[config.mk]
export PLATFORM = sky130hd
export DESIGN_NAME = load_store_unit
export DESIGN_NICKNAME = d
export VERILOG_FILES = /design/src/rtl/load_store_unit.sv
export SDC_FILE = /design/constraint.sdc
export NUM_CORES = 1
export LEC_CHECK = 0
export CORE_MARGIN = 3
export CORE_UTILIZATION = 46
export DETAILED_ROUTE_END_ITERATION = 10
export PLACE_DENSITY_LB_ADDON = 0.2
export SYNTH_ARGS = -nofsm -noshare
export SYNTH_HDL_FRONTEND = slang
export SYNTH_SLANG_ARGS = --single-unit
[constraint.sdc]
create_clock -name clk -period 3.8 [get_ports clk]
set_clock_uncertainty 0.05 [all_clocks]
set_input_delay 0.76 -clock clk [delete_from_list [all_inputs] [get_ports clk]]
set_output_delay 0.76 -clock clk [all_outputs]
set_load 0.01 [all_outputs]
[src/rtl/load_store_unit.sv]
// RV32I load/store sequencer in front of a word-wide, single-port RAM with 1-cycle read latency.
// Sub-word stores are done as read-modify-write because the RAM has no byte enables.
`timescale 1ns/1ps
module load_store_unit #(
    parameter int unsigned width     = 32,
    parameter int unsigned addrWidth = 8
) (
    input  logic                 clk,
    input  logic                 clear,
    input  logic                 req,
    input  logic                 we,
    input  logic [2:0]           funct3,
    input  logic [31:0]          addr,
    input  logic [width-1:0]     wdata,
    output logic                 busy,
    output logic                 done,
    output logic                 err,
    output logic [width-1:0]     rdata,
    output logic [addrWidth-1:0] mem_addr,
    output logic [width-1:0]     mem_din,
    output logic                 mem_wren,
    input  logic [width-1:0]     mem_dout
);

    typedef enum logic [2:0] {StIdle, StRead, StCapture, StMerge, StWrite} state_e;

    state_e               state_q, state_d;
    logic                 we_q, we_d;
    logic [2:0]           funct3_q, funct3_d;
    logic [1:0]           off_q, off_d;
    logic [width-1:0]     wdata_q, wdata_d;
    logic [width-1:0]     rdata_q, rdata_d;
    logic [width-1:0]     mem_din_q, mem_din_d;
    logic [addrWidth-1:0] mem_addr_q, mem_addr_d;
    logic                 done_q, done_d;
    logic                 err_q, err_d;

    logic                 legal;
    logic [4:0]           shamt;
    logic [width-1:0]     lane;
    logic [width-1:0]     load_val;
    logic [width-1:0]     mask;
    logic [width-1:0]     merged;
    logic                 unused_addr_hi;

    // Word addresses wrap: bits above the RAM index are dropped.
    assign unused_addr_hi = ^addr[31:addrWidth+2];

    always_comb begin
        legal = 1'b0;
        case (funct3)
            3'b000:  legal = 1'b1;
            3'b001:  legal = ~addr[0];
            3'b010:  legal = (addr[1:0] == 2'b00);
            3'b100:  legal = ~we;
            3'b101:  legal = ~we & ~addr[0];
            default: legal = 1'b0;
        endcase
    end

    // Byte/halfword lane selected by the latched offset; halfwords are already 2-aligned.
    assign shamt = {off_q, 3'b000};
    assign lane  = mem_dout >> shamt;

    always_comb begin
        load_val = mem_dout;
        case (funct3_q)
            3'b000:  load_val = {{(width-8){lane[7]}}, lane[7:0]};
            3'b001:  load_val = {{(width-16){lane[15]}}, lane[15:0]};
            3'b100:  load_val = {{(width-8){1'b0}}, lane[7:0]};
            3'b101:  load_val = {{(width-16){1'b0}}, lane[15:0]};
            default: load_val = mem_dout;
        endcase
    end

    always_comb begin
        if (funct3_q[0]) begin
            mask = {{(width-16){1'b0}}, 16'hFFFF} << shamt;
        end else begin
            mask = {{(width-8){1'b0}}, 8'hFF} << shamt;
        end
        merged = (mem_dout & ~mask) | ((wdata_q << shamt) & mask);
    end

    always_comb begin
        state_d    = state_q;
        we_d       = we_q;
        funct3_d   = funct3_q;
        off_d      = off_q;
        wdata_d    = wdata_q;
        rdata_d    = rdata_q;
        mem_din_d  = mem_din_q;
        mem_addr_d = mem_addr_q;
        done_d     = 1'b0;
        err_d      = 1'b0;
        unique case (state_q)
            StIdle: begin
                if (req) begin
                    we_d       = we;
                    funct3_d   = funct3;
                    off_d      = addr[1:0];
                    wdata_d    = wdata;
                    mem_addr_d = addr[addrWidth+1:2];
                    if (!legal) begin
                        done_d = 1'b1;
                        err_d  = 1'b1;
                    end else if (we && funct3 == 3'b010) begin
                        mem_din_d = wdata;
                        state_d   = StWrite;
                    end else begin
                        state_d = StRead;
                    end
                end
            end
            StRead:    state_d = we_q ? StMerge : StCapture;
            StCapture: begin
                rdata_d = load_val;
                done_d  = 1'b1;
                state_d = StIdle;
            end
            StMerge: begin
                mem_din_d = merged;
                state_d   = StWrite;
            end
            StWrite: begin
                done_d  = 1'b1;
                state_d = StIdle;
            end
            default:   state_d = StIdle;
        endcase
    end

    always_ff @(posedge clk or posedge clear) begin
        if (clear) begin
            state_q    <= StIdle;
            we_q       <= 1'b0;
            funct3_q   <= '0;
            off_q      <= '0;
            wdata_q    <= '0;
            rdata_q    <= '0;
            mem_din_q  <= '0;
            mem_addr_q <= '0;
            done_q     <= 1'b0;
            err_q      <= 1'b0;
        end else begin
            state_q    <= state_d;
            we_q       <= we_d;
            funct3_q   <= funct3_d;
            off_q      <= off_d;
            wdata_q    <= wdata_d;
            rdata_q    <= rdata_d;
            mem_din_q  <= mem_din_d;
            mem_addr_q <= mem_addr_d;
            done_q     <= done_d;
            err_q      <= err_d;
        end
    end

    // Decoded from state so an async clear cuts the write strobe immediately.
    assign mem_wren = (state_q == StWrite);
    assign busy     = (state_q != StIdle);
    assign done     = done_q;
    assign err      = err_q;
    assign rdata    = rdata_q;
    assign mem_addr = mem_addr_q;
    assign mem_din  = mem_din_q;

endmodule

Word level (Yosys, flattened, before mapping) --
Cells that the tools add are included. Widths: inputs -> output; s select.
Storage, ports and cells: bits of input ports 103, output and inout bits 76, word-level logic and storage cells 62, register bits 115
Operators by class: reduce and logical (&&, ||, !) cells 11, shifts and indexed selects 4, bitwise operators 7, equal/unequal tests 14, mux-type cells 16
Operator list (count):
- $mux 32 | 4
- $pmux 32 s4 | 1
- $and 32x32->32 | 2
- $pmux 32 s2 | 1
- $not 32->32 | 1
- $or 32x32->32 | 1
- $shl 16x5->32 const A | 1
- $shl 32x5->32 | 1
- $shl 8x5->32 const A | 1
- $shr 32x5->16 | 1
- $eq 3x3->1 const B | 5
- $eq 3x1->1 const B | 3
- $eq 3x2->1 const B | 3
- $logic_not 3->1 | 3
- $mux 3 | 3
- $pmux 3 s3 | 1
- $ne 2x2->1 const B | 3
- $pmux 1 s5 | 1
- $mux 1 | 4
- $reduce_and 2->1 | 2
- $reduce_and 4->1 | 1
- $reduce_bool 3->1 | 1
- $logic_not 2->1 | 1
- $not 1->1 | 2
- 5 further kinds | 5

Logic depth before layout (Yosys ltp) --
word-level depth 6, mapped depth 8, gate-level depth less buffers 5

Worst setup path before layout --
OpenSTA, ideal clock, no wires.
kind in2reg, start point input funct3[0], end point register mem_din_q[0] (netlist: mem_din[0]), library setup time 127 ps, required time 3623 ps, data arrival time 2121 ps, path slack 1502 ps, stages 7, buffers on the path 2, cells stage by stage nor4_2 -> o2111ai_2 -> and2_1 -> buf_6 -> inv_4 -> buf_6 -> mux2_1
On the way: longest elaborated chain between the ends 4, elaborated cells between the ends (all ways) 10, classes of those cells 6 x eq/ne; 1 x mux; 3 x reduce/logical
RTL lines:
- start: declaration | line 12 | input logic [2:0] funct3,
- $eq 3x3->1, or another cell as far along | line 51 | case (funct3)
- $pmux 1 s5 / $logic_and 1x1->1 (equally long branches) | line 51, 107
- $ne 2x2->1 (no source line)
- $reduce_and 4->1 (no source line) (*)
- end signal: assignment | line 152 | mem_din_q <= mem_din_d;
- end: declaration | line 33 | logic [width-1:0] mem_din_q, mem_din_d;
Every way passes the cells marked *; elsewhere a longest branch is shown, timed or not. A chain may end at the register's enable or synchronous reset.

Worst setup path after layout --
start point input funct3[0], end point register mem_din_q[3] (netlist: mem_din[3])
Same word-level chain as after synthesis.

==> impl_metrics.py <==
metrics = {
    "run_status": {
        "status": "complete, no violations",
    },
    "critical_path": {
        "path_class": "primary input to register",
        "crit_path_start_kind": "primary input",
        "crit_chain": "clkdlybuf4s50_1, nor4_2, o2111ai_2, and2_1, inv_4, mux2_2",
        "required_ns": 3.98,
        "critPathTopFamily": "simple AND/OR/NAND/NOR gates",
        "crit_buf_inv": 2,
        "slowest_stage": "clkdlybuf4s50_1",
        "worstPathArrival_ns": 2.88,
        "end_kind": "register",
        "worstPathMaxFanout": 15,
        "slowest_delay_ns": 0.49,
    },
    "sta": {
        "fmax_mhz": 370,
        "timing.final.hold_violations": 0,
        "period_share_pct": 71.2,
        "rsz0062_at_grt": "false",
        "max_slew_margin_pct": 27.5,
        "fin_setup_tns_ns": 0,
        "setup_viol": 0,
        "slew_viol_final": 0,
        "max_slew.worst_pin.slew_ns": 1.09,
        "whs_ns": 0.428,
        "layout_min_cycle_time_ns": 2.71,
    },
    "drt": {
        "drt_iter0_markers": 429,
        "via_per_inst": 5.86,
        "totalWireLength_microns": 16000,
        "dr.pass1.iters": 4,
        "routedWlPerCell_microns": 20.4,
        "ant_nets": 0,
        "drc": 0,
        "num_vias": 4592,
    },
    "power_and_ir_drop": {
        "p_int_uw": 3650,
        "pwr-share-clk_pct": 17.5,
        "power_density_mw_per_mm2": 806,
        "switchingPower_uw": 2110,
        "sw_frac_of_total_pct": 36.7,
        "pwr-share-seq_pct": 34.8,
        "power_frac_comb_pct": 47.6,
        "power_leakage_uw": 0.00300,
        "ir_worst_vdd_mv": 0.431,
    },
    "floorplanning": {
        "rows": 38,
        "core_sq_mm": 0.0110,
        "die_x_microns": 113,
        "die_area_sq_mm": 0.0127,
        "start_util_pct": 47.6,
        "chipHeight_microns": 113,
        "io_pins": 179,
    },
    "cells_and_area": {
        "drive_above_1_share_pct": 13.0,
        "syn_to_final_growth_pct": 37.0,
        "diodes": 0,
        "nets": 742,
    },
    "synth": {
        "ys_ff_latch": 99,
        "synth_area_sq_mm": 0.00523,
        "synth_warnings": 0,
        "synth_edf_count": 0,
        "seq_area_frac_synth_pct": 47.4,
        "synth_ff_type": "dfrtp_1",
        "synth_fp_nets": 613,
        "synthCells": 510,
        "async_flop_share_pct": 100,
        "yosysUniqueCellTypes": 46,
        "avgSynthCellArea_sq_um": 10.2,
    },
    "placement": {
        "portBuffers": 156,
        "place_congestion": 0.851,
        "hpwl_microns": 11800,
    },
    "global_route": {
        "grt_start_max_net_pins": 61,
        "antenna_found_initial": 0,
        "first_global_vias": 4620,
        "grt_pass1_wl_microns": 25200,
        "gr-total-overflow": 0,
        "grt_usage_pct": 25.3,
    },
    "clocking": {
        "clkLatencyLatePin_ns": 0.34,
        "cts.path.max_buffers": 2,
        "cts.repair.resized": 0,
        "cts.clk_slew.worst_paths_ns": 0.06,
        "cts_tree": "done",
        "clock_sinks": 99,
        "numCtsBuffers": 9,
        "post_cts_buffers": 0,
        "cts.hold.buffers_added": 0,
        "htreeDepth": 3,
        "cts-root-buf": "clkbuf_16",
    },
    "worst_hold_path": {
        "hp-class": "register to register",
    },
    "job": {
        "drv_cap": 0,
    },
}
-- metrics by stage --
| stage | power (uW) | util [%] | area (sq um) | worst slack [ns] | instances |
|---|---|---|---|---|---|
| detailed placement | 4770 | 62.1 | 6820 | 0.737 | 768 |
| floorplan | 3550 | - | 5230 | 0.400 | 510 |
| finish | 5770 | 65.2 | 7160 | 1.09 | 784 |
| global placement | 4680 | 62.1 | 6820 | 0.799 | 768 |
| CTS | 5790 | 65.2 | 7160 | 1.10 | 784 |
| global route | 6110 | 65.2 | 7160 | 0.991 | 784 |
-- registers in the layout, indices dropped and copies added (netlist names) --
register and count:
done 1, err 1, funct3_q 3, mem_addr 8, mem_din 32, off_q 2, rdata 32, state_q 3
wdata_q 16, we_q 1
-- cells by family (layout without fill, tap and decap cells) --
group           Yosys count  in the layout  synth area share, %
simple gates            151            151                 14.6
compound gates          133            133                 18.5
flops                    99             99                 47.4
mux                      69             69                 14.3
buf+inv                  58            192                 5.22
-- worst min-delay path: stages (launching register included) --
cell and delay [ns]:
dfrtp_1 0.34, nand2_1 0.05, o21ai_0 0.06
-- final timing paths --
check | from | endpoint | slack [ns] | cells after the start
hold reg to reg | rdata[3] | rdata[3] | 0.43 | 2
setup / recovery | funct3[0] | mem_din[3] | 1.09 | 6
min in group asynchronous | clear | rdata[5] | 0.76 | 2
hold / removal | rdata[3] | rdata[3] | 0.43 | 2
setup reg to reg | state_q[2] | mem_din[1] | 1.33 | 5
max in group asynchronous | clear | rdata[6] | 2.22 | 3
-- power groups by stage --
stage / Sequential (uW) / Combinational [uW] / Clock [uW]
floorplan: 2000 / 1550 / 0
global placement: 2000 / 2690 / 0
detailed placement: 2020 / 2750 / 0
CTS: 2000 / 2760 / 1030
global route: 2080 / 2970 / 1060
finish: 2010 / 2750 / 1010
-- cells in the mapped netlist, types with 4 or more instances --
cell	n	area share, %
dfrtp_1	99	47
nand2_1	51	3.7
nand3_1	48	4.6
o21ai_0	39	3.7
mux2_2	34	7.3
mux2i_1	31	5.9
clkbuf_1	27	1.9
o22ai_1	23	2.8
a2bb2oi_1	15	2.5
a21oi_1	14	1.3
buf_2	12	1.1
nor2_1	12	0.86
inv_1	10	0.72
o31ai_2	10	2.4
nand3b_1	9	1.3
nor3_1	9	0.86
o2bb2ai_1	7	1.2
o31ai_1	6	0.86
a211oi_1	4	0.57
buf_4	4	0.57
nor3b_1	4	0.57
o221a_2	4	0.86
-- metal layers --
metal	routed length, microns	global-route usage, %
met3	983	4.10
met2	7690	41.3
met4	350	8.89
met5	0	0
met1	6950	34.4
-- final cells by class --
type / count / area (sq um)
Tap cell: 140 / 175
Clock inverter: 5 / 83.8
Timing Repair Buffer: 165 / 1640
Fill cell: 924 / 3820
Clock buffer: 11 / 253
Multi-Input combinational cell: 353 / 2480
Sequential cell: 99 / 2480
Inverter: 11 / 46.3
-- cells in the final DEF (no fill, tap or decap), types with 3 or more instances in the layout --
cell type        Yosys  routed
o31ai_1              6       6
a2bb2oi_1           15      15
o2bb2ai_1            7       7
clkdlybuf4s50_1      0     156
nand2_1             51      51
mux2_2              34      34
dfrtp_1             99      99
o21ai_0             39      39
nand3b_1             9       9
a21oi_1             14      14
nor2b_1              3       3
mux2i_1             31      31
inv_1               10       9
o221a_2              4       4
nand3_1             48      48
a211oi_1             4       4
mux2_1               3       3
nand2b_1             3       3
o22ai_1             23      23
nor3_1               9       9
clkbuf_16            0       9
buf_4                4       8
o31ai_2             10      10
nor3b_1              4       3
nor2_1              12      12
Power figures use the tool's default switching activity.
